[src/rtl/program_loader.sv]
`default_nettype none
// ============================================================================
//  Module      : program_loader
//  Description : Frames received UART bytes (SYNC, N, N x {HI,LO}, CSUM) into
//                instruction words and writes them into the text RAM. Holds
//                the core in reset while a load is in progress or after a
//                failed load, and releases it after a checksum-verified frame.
//  Revision    : 1.0 - initial release
// ============================================================================
module program_loader #(
    parameter int         ADDR_WIDTH     = 8,
    parameter int         DATA_WIDTH     = 12,
    parameter int         TIMEOUT_CYCLES = 100000,
    parameter logic [7:0] SYNC_BYTE      = 8'hA5
) (
    input  logic                  clk,
    input  logic                  reset,
    input  logic                  rx_valid,
    input  logic [7:0]            rx_data,
    output logic                  program_write,
    output logic [DATA_WIDTH-1:0] program_cmd,
    output logic [ADDR_WIDTH-1:0] uart_address,
    output logic                  core_reset,
    output logic                  busy,
    output logic                  load_ok,
    output logic                  load_err
);

    // Counter only needs to hold 0..TIMEOUT_CYCLES-1.
    localparam int c_TO_W = (TIMEOUT_CYCLES > 2) ? $clog2(TIMEOUT_CYCLES) : 1;
    localparam logic [c_TO_W-1:0] c_TO_MAX = c_TO_W'(TIMEOUT_CYCLES - 1);
    // Deepest frame the RAM can hold; 9 bits covers 256 words at ADDR_WIDTH=8.
    localparam logic [8:0] c_DEPTH = 9'(1 << ADDR_WIDTH);
    localparam int c_HI_W = DATA_WIDTH - 8;

    typedef enum logic [2:0] {
        ST_IDLE  = 3'd0,
        ST_LEN   = 3'd1,
        ST_HI    = 3'd2,
        ST_LO    = 3'd3,
        ST_CSUM  = 3'd4,
        ST_ERROR = 3'd5
    } state_t;

    state_t              r_state;
    state_t              w_state_next;
    logic [7:0]          r_checksum;
    logic [8:0]          r_remaining;
    logic [c_HI_W-1:0]   r_hi;
    logic [c_TO_W-1:0]   r_timeout;

    logic                w_is_sync;
    logic                w_in_frame;
    logic                w_to_expired;
    logic [8:0]          w_len_words;
    logic                w_start;
    logic                w_len_ok;
    logic                w_len_bad;
    logic                w_hi;
    logic                w_lo;
    logic                w_csum_ok;
    logic                w_csum_bad;
    logic                w_timeout;

    assign w_is_sync    = rx_valid && (rx_data == SYNC_BYTE);
    assign w_in_frame   = (r_state == ST_LEN) || (r_state == ST_HI) ||
                          (r_state == ST_LO)  || (r_state == ST_CSUM);
    assign w_to_expired = (r_timeout == c_TO_MAX);
    // A length byte of zero encodes a full 256-word frame.
    assign w_len_words  = (rx_data == 8'h00) ? 9'd256 : {1'b0, rx_data};
    assign busy         = w_in_frame;

    // Next-state decode and single-cycle action strobes for the datapath.
    always_comb begin
        w_state_next = r_state;
        w_start      = 1'b0;
        w_len_ok     = 1'b0;
        w_len_bad    = 1'b0;
        w_hi         = 1'b0;
        w_lo         = 1'b0;
        w_csum_ok    = 1'b0;
        w_csum_bad   = 1'b0;
        w_timeout    = 1'b0;
        case (r_state)
            ST_IDLE, ST_ERROR: begin
                if (w_is_sync) begin
                    w_start      = 1'b1;
                    w_state_next = ST_LEN;
                end
            end
            ST_LEN: begin
                if (rx_valid) begin
                    if (w_len_words > c_DEPTH) begin
                        w_len_bad    = 1'b1;
                        w_state_next = ST_ERROR;
                    end else begin
                        w_len_ok     = 1'b1;
                        w_state_next = ST_HI;
                    end
                end
            end
            ST_HI: begin
                if (rx_valid) begin
                    w_hi         = 1'b1;
                    w_state_next = ST_LO;
                end
            end
            ST_LO: begin
                if (rx_valid) begin
                    w_lo         = 1'b1;
                    w_state_next = (r_remaining == 9'd1) ? ST_CSUM : ST_HI;
                end
            end
            ST_CSUM: begin
                if (rx_valid) begin
                    if (rx_data == r_checksum) begin
                        w_csum_ok    = 1'b1;
                        w_state_next = ST_IDLE;
                    end else begin
                        w_csum_bad   = 1'b1;
                        w_state_next = ST_ERROR;
                    end
                end
            end
            default: w_state_next = ST_IDLE;
        endcase
        // A byte arriving on the expiry cycle wins over the timeout.
        if (w_in_frame && !rx_valid && w_to_expired) begin
            w_timeout    = 1'b1;
            w_state_next = ST_ERROR;
        end
    end

    // State register.
    always_ff @(posedge clk or posedge reset) begin
        if (reset) begin
            r_state <= ST_IDLE;
        end else begin
            r_state <= w_state_next;
        end
    end

    // Inter-byte idle counter, only running inside a frame.
    always_ff @(posedge clk or posedge reset) begin
        if (reset) begin
            r_timeout <= '0;
        end else if (rx_valid || !w_in_frame || w_timeout) begin
            r_timeout <= '0;
        end else begin
            r_timeout <= r_timeout + 1'b1;
        end
    end

    // Running checksum, remaining word count and buffered high byte.
    always_ff @(posedge clk or posedge reset) begin
        if (reset) begin
            r_checksum  <= 8'h00;
            r_remaining <= 9'd0;
            r_hi        <= '0;
        end else begin
            if (w_start) begin
                r_checksum <= 8'h00;
            end else if (w_len_ok || w_len_bad || w_hi || w_lo) begin
                r_checksum <= r_checksum ^ rx_data;
            end
            if (w_len_ok) begin
                r_remaining <= w_len_words;
            end else if (w_lo) begin
                r_remaining <= r_remaining - 9'd1;
            end
            if (w_hi) begin
                r_hi <= rx_data[c_HI_W-1:0];
            end
        end
    end

    // Text RAM write port: one-cycle strobe after each LO byte, address
    // advancing at the end of the strobe cycle.
    always_ff @(posedge clk or posedge reset) begin
        if (reset) begin
            program_write <= 1'b0;
            program_cmd   <= '0;
            uart_address  <= '0;
        end else begin
            program_write <= w_lo;
            if (w_lo) begin
                program_cmd <= {r_hi, rx_data};
            end
            if (w_start) begin
                uart_address <= '0;
            end else if (program_write) begin
                uart_address <= uart_address + 1'b1;
            end
        end
    end

    // Load status and core hold.
    always_ff @(posedge clk or posedge reset) begin
        if (reset) begin
            core_reset <= 1'b0;
            load_ok    <= 1'b0;
            load_err   <= 1'b0;
        end else begin
            if (w_start) begin
                core_reset <= 1'b1;
                load_ok    <= 1'b0;
                load_err   <= 1'b0;
            end else if (w_csum_ok) begin
                core_reset <= 1'b0;
                load_ok    <= 1'b1;
            end else if (w_csum_bad || w_len_bad || w_timeout) begin
                load_err   <= 1'b1;
            end
        end
    end

endmodule
`default_nettype wire

[config.mk]
export PLATFORM = sky130hd
export DESIGN_NAME = program_loader
export DESIGN_NICKNAME = d
export VERILOG_FILES = /design/src/rtl/program_loader.sv
export SDC_FILE = /design/constraint.sdc
export NUM_CORES = 1
export LEC_CHECK = 0
export ABC_AREA = 1
export CAP_MARGIN = 20
export CORE_UTILIZATION = 45
export DETAILED_ROUTE_END_ITERATION = 16
export PLACE_DENSITY = 0.72
export SLEW_MARGIN = 20
export SYNTH_ARGS = -nofsm -noshare
export SYNTH_HDL_FRONTEND = slang
export SYNTH_SLANG_ARGS = --single-unit
[constraint.sdc]
create_clock -name clk -period 2.8 [get_ports clk]
set_input_delay 0.56 -clock clk [delete_from_list [all_inputs] [get_ports clk]]
set_output_delay 0.56 -clock clk [all_outputs]
set_load 0.1 [all_outputs]
==> impl_metrics.tcl <==
set metrics [dict create \
    end_kind "primary output" \
    overflow 0 \
    area.growth.synth_to_final_pct 16.1 \
    hold_viol_final 0 \
    fin_tns_setup_ns 0 \
    clk_path_buf_depth 2 \
    drv_slew 0 \
    root_buffer "clkbuf_8" \
    syn_inst 471 \
    layout_commonest_cell "nand2_1" \
    clock-sinks 65 \
    layout.nets 524 \
    ant_nets 0 \
    io_pins 36 \
    run_status "finished, final reports clean" \
    ys_warn_count 0 \
    worstMarginPinSlew_ns 0.383 \
    drcViolationCount 0 \
    grt_max_degree 66 \
    cts_made_buffers 9 \
    max-vdd-ir-drop_v 0.00117 \
    setup_violations 0 \
    period_share_pct 79.0 \
    drive_above_1_share_pct 12.3 \
    post-cts-setup-buffer-count 0 \
    synth_top_area_cell "dfrtp_1" \
    htree_num_levels 3 \
    rsz0062_at_grt "false" \
    insertion_delay_ns 0.35 \
    final_cell_mix "110 x nand2_1, 67 x nor2_1, 65 x dfrtp_1, 61 x inv_1, 32 x o21ai_0" \
    diodes 0 \
    finalClockSkew_ns 0.00943 \
    slowest_delay_ns 0.50 \
    crit_slowest_cell "dfrtp_1" \
    port_buffers 35 \
    crit_arrival_ns 1.65 \
    leakage_nw 1.97 \
    die-area_um2 8190 \
    cp_max_fo 11 \
    track_usage_pct 20.7 \
    synth_area_um2 3520 \
    avgSynthCellArea_um2 7.48 \
    synth-seq-cells 65 \
    holdBufCountCts 0 \
    grt_pass1_vias 2954 \
    yosys-top-cells-area "dfrtp_1 46%, nand2_1 12%, nor2_1 7.1%" \
    drtIter0Drc 196 \
    synth_top_area_share_pct 46.2 \
    critical_path_class "flip-flop to primary output" \
    die_w_um 90.5 \
    power_density_nw_per_um2 1170 \
    dieHeight_um 90.5 \
    startpoint_type "flip-flop" \
    viasPerCell 5.05 \
    clkTransAtPathRegs_ns 0.07 \
    yosysSeqAreaShare_pct 46.2 \
    rows 31 \
    cts_resized 0 \
    fp.coreArea_um2 7410 \
    cts_tree "built" \
    ys_types 32 \
    fin_total_pwr_mw 4.78 \
    hpwlAfterDp_mm 5.60 \
    wirelength_mm 7.68 \
    dpl_worst_slack_ns 0.537 \
    cp_cell_sequence "nor2_2 > nor2_2 > inv_2 > nand2_2 > buf_4" \
    max_cap_viol_count 0 \
    maxSlewHeadroom_pct 74.4 \
    syn-num-nets 486 \
    initial_core_util_pct 47.6 \
    synth-main-ff-cell "dfrtp_1" \
    gp_congestion 0.860 \
    vias 3095 \
    wire_per_inst_um 12.5 \
    antenna_found_initial 0 \
    async_reset_ff_share_pct 100 \
    grt_pass1_wl_mm 13.6 \
    synth_edf_count 0 \
    cp.required_ns 2.24 \
    post-route-min-period_ns 2.21 \
    cpMostUsedCell "nor2_2" \
    fmax_ghz 0.452 \
    drtPass1Iterations 5 \
    hold_path.class "flip-flop to flip-flop" \
    fin_ws_ns 0.589 \
]
-- per-layer routing --
metal,track usage [%],wire length [um],up-vias
li1,-,-,1580
met1,27.9,3590,1435
met2,32.5,3600,71
met3,4.46,391,9
met4,7.66,99,0
met5,0,0,-
-- stage by stage --
stage	instances	util (%)	area, um^2	hold WS [ns]
finish	613	55.2	4090	0.473
global route	613	55.2	4090	0.497
CTS	613	55.2	4090	0.477
detailed placement	597	52.5	3890	0.457
global placement	597	52.5	3890	0.448
floorplan	471	-	3520	0.430
-- critical path, delay by kind of cell, from the launching register on --
kind                   cells  cell delay (ns)
buffers and inverters      2             0.45
AND/OR/NAND/NOR            3             0.36
flip-flops                 1             0.50
-- where the power goes --
group / internal [mW] / leakage, nW / switching, mW
clock network: 0.418 / 0.0925 / 0.390
logic: 0.591 / 1.06 / 1.86
registers: 1.25 / 0.823 / 0.265
total: 2.26 / 1.97 / 2.52
-- flip-flops by register name, summed over array words and instances (netlist names) --
| name | cells |
|---|---|
| r_state | 3 |
| program_cmd | 12 |
| r_timeout | 17 |
| r_checksum | 8 |
| load_err | 1 |
| r_hi | 4 |
| uart_address | 8 |
| program_write | 1 |
| r_remaining | 9 |
| load_ok | 1 |
| core_reset | 1 |
-- worst paths after layout --
path | end | startpoint | slack (ns) | cells past startpoint
worst max-delay path | busy | r_state[1] | 0.59 | 5
worst min-delay path | r_timeout[0] | r_timeout[0] | 0.47 | 1
worst max register to register | r_state[2] | r_timeout[0] | 1.00 | 11
worst min register to register | r_timeout[0] | r_timeout[0] | 0.47 | 1
max in group asynchronous | r_checksum[0] | reset | 1.93 | 3
min in group asynchronous | r_timeout[3] | reset | 0.61 | 3
-- logic make-up (layout without fill, tap and decap cells) --
group,Yosys count,after routing,share of synthesized area [%]
buffers and inverters,78,121,9.34
XOR/XNOR,10,10,2.49
flip-flops,65,65,46.2
multiplexers,1,1,0.284
adder cells (fa/ha/maj),4,4,1.42
AND/OR/NAND/NOR,247,247,30.2
AO/OA/AOI/OAI,66,66,10.1
-- cell type report --
type                            count  area [um^2]
Clock buffer                        9          124
Clock inverter                      7         78.8
Fill cell                         685         3320
Inverter                           68          255
Multi-Input combinational cell    328         1570
Sequential cell                    65         1630
Tap cell                           99          124
Timing Repair Buffer               37          315
-- Yosys cell counts, types with 3 or more instances --
cell      instances
inv_2             6
nand4_1           8
o21ai_0          32
nor2_1           67
a21oi_1          17
nor3b_1           4
buf_6             4
nand2_2           5
dfrtp_1          65
nand2_1         110
inv_1            62
nor2_2            3
clkbuf_1          3
o22ai_1           3
nor3_1           15
ha_1              4
nand3_1          31
xor2_1            9
o21ai_1           7
(Power assumes the default switching activity.)
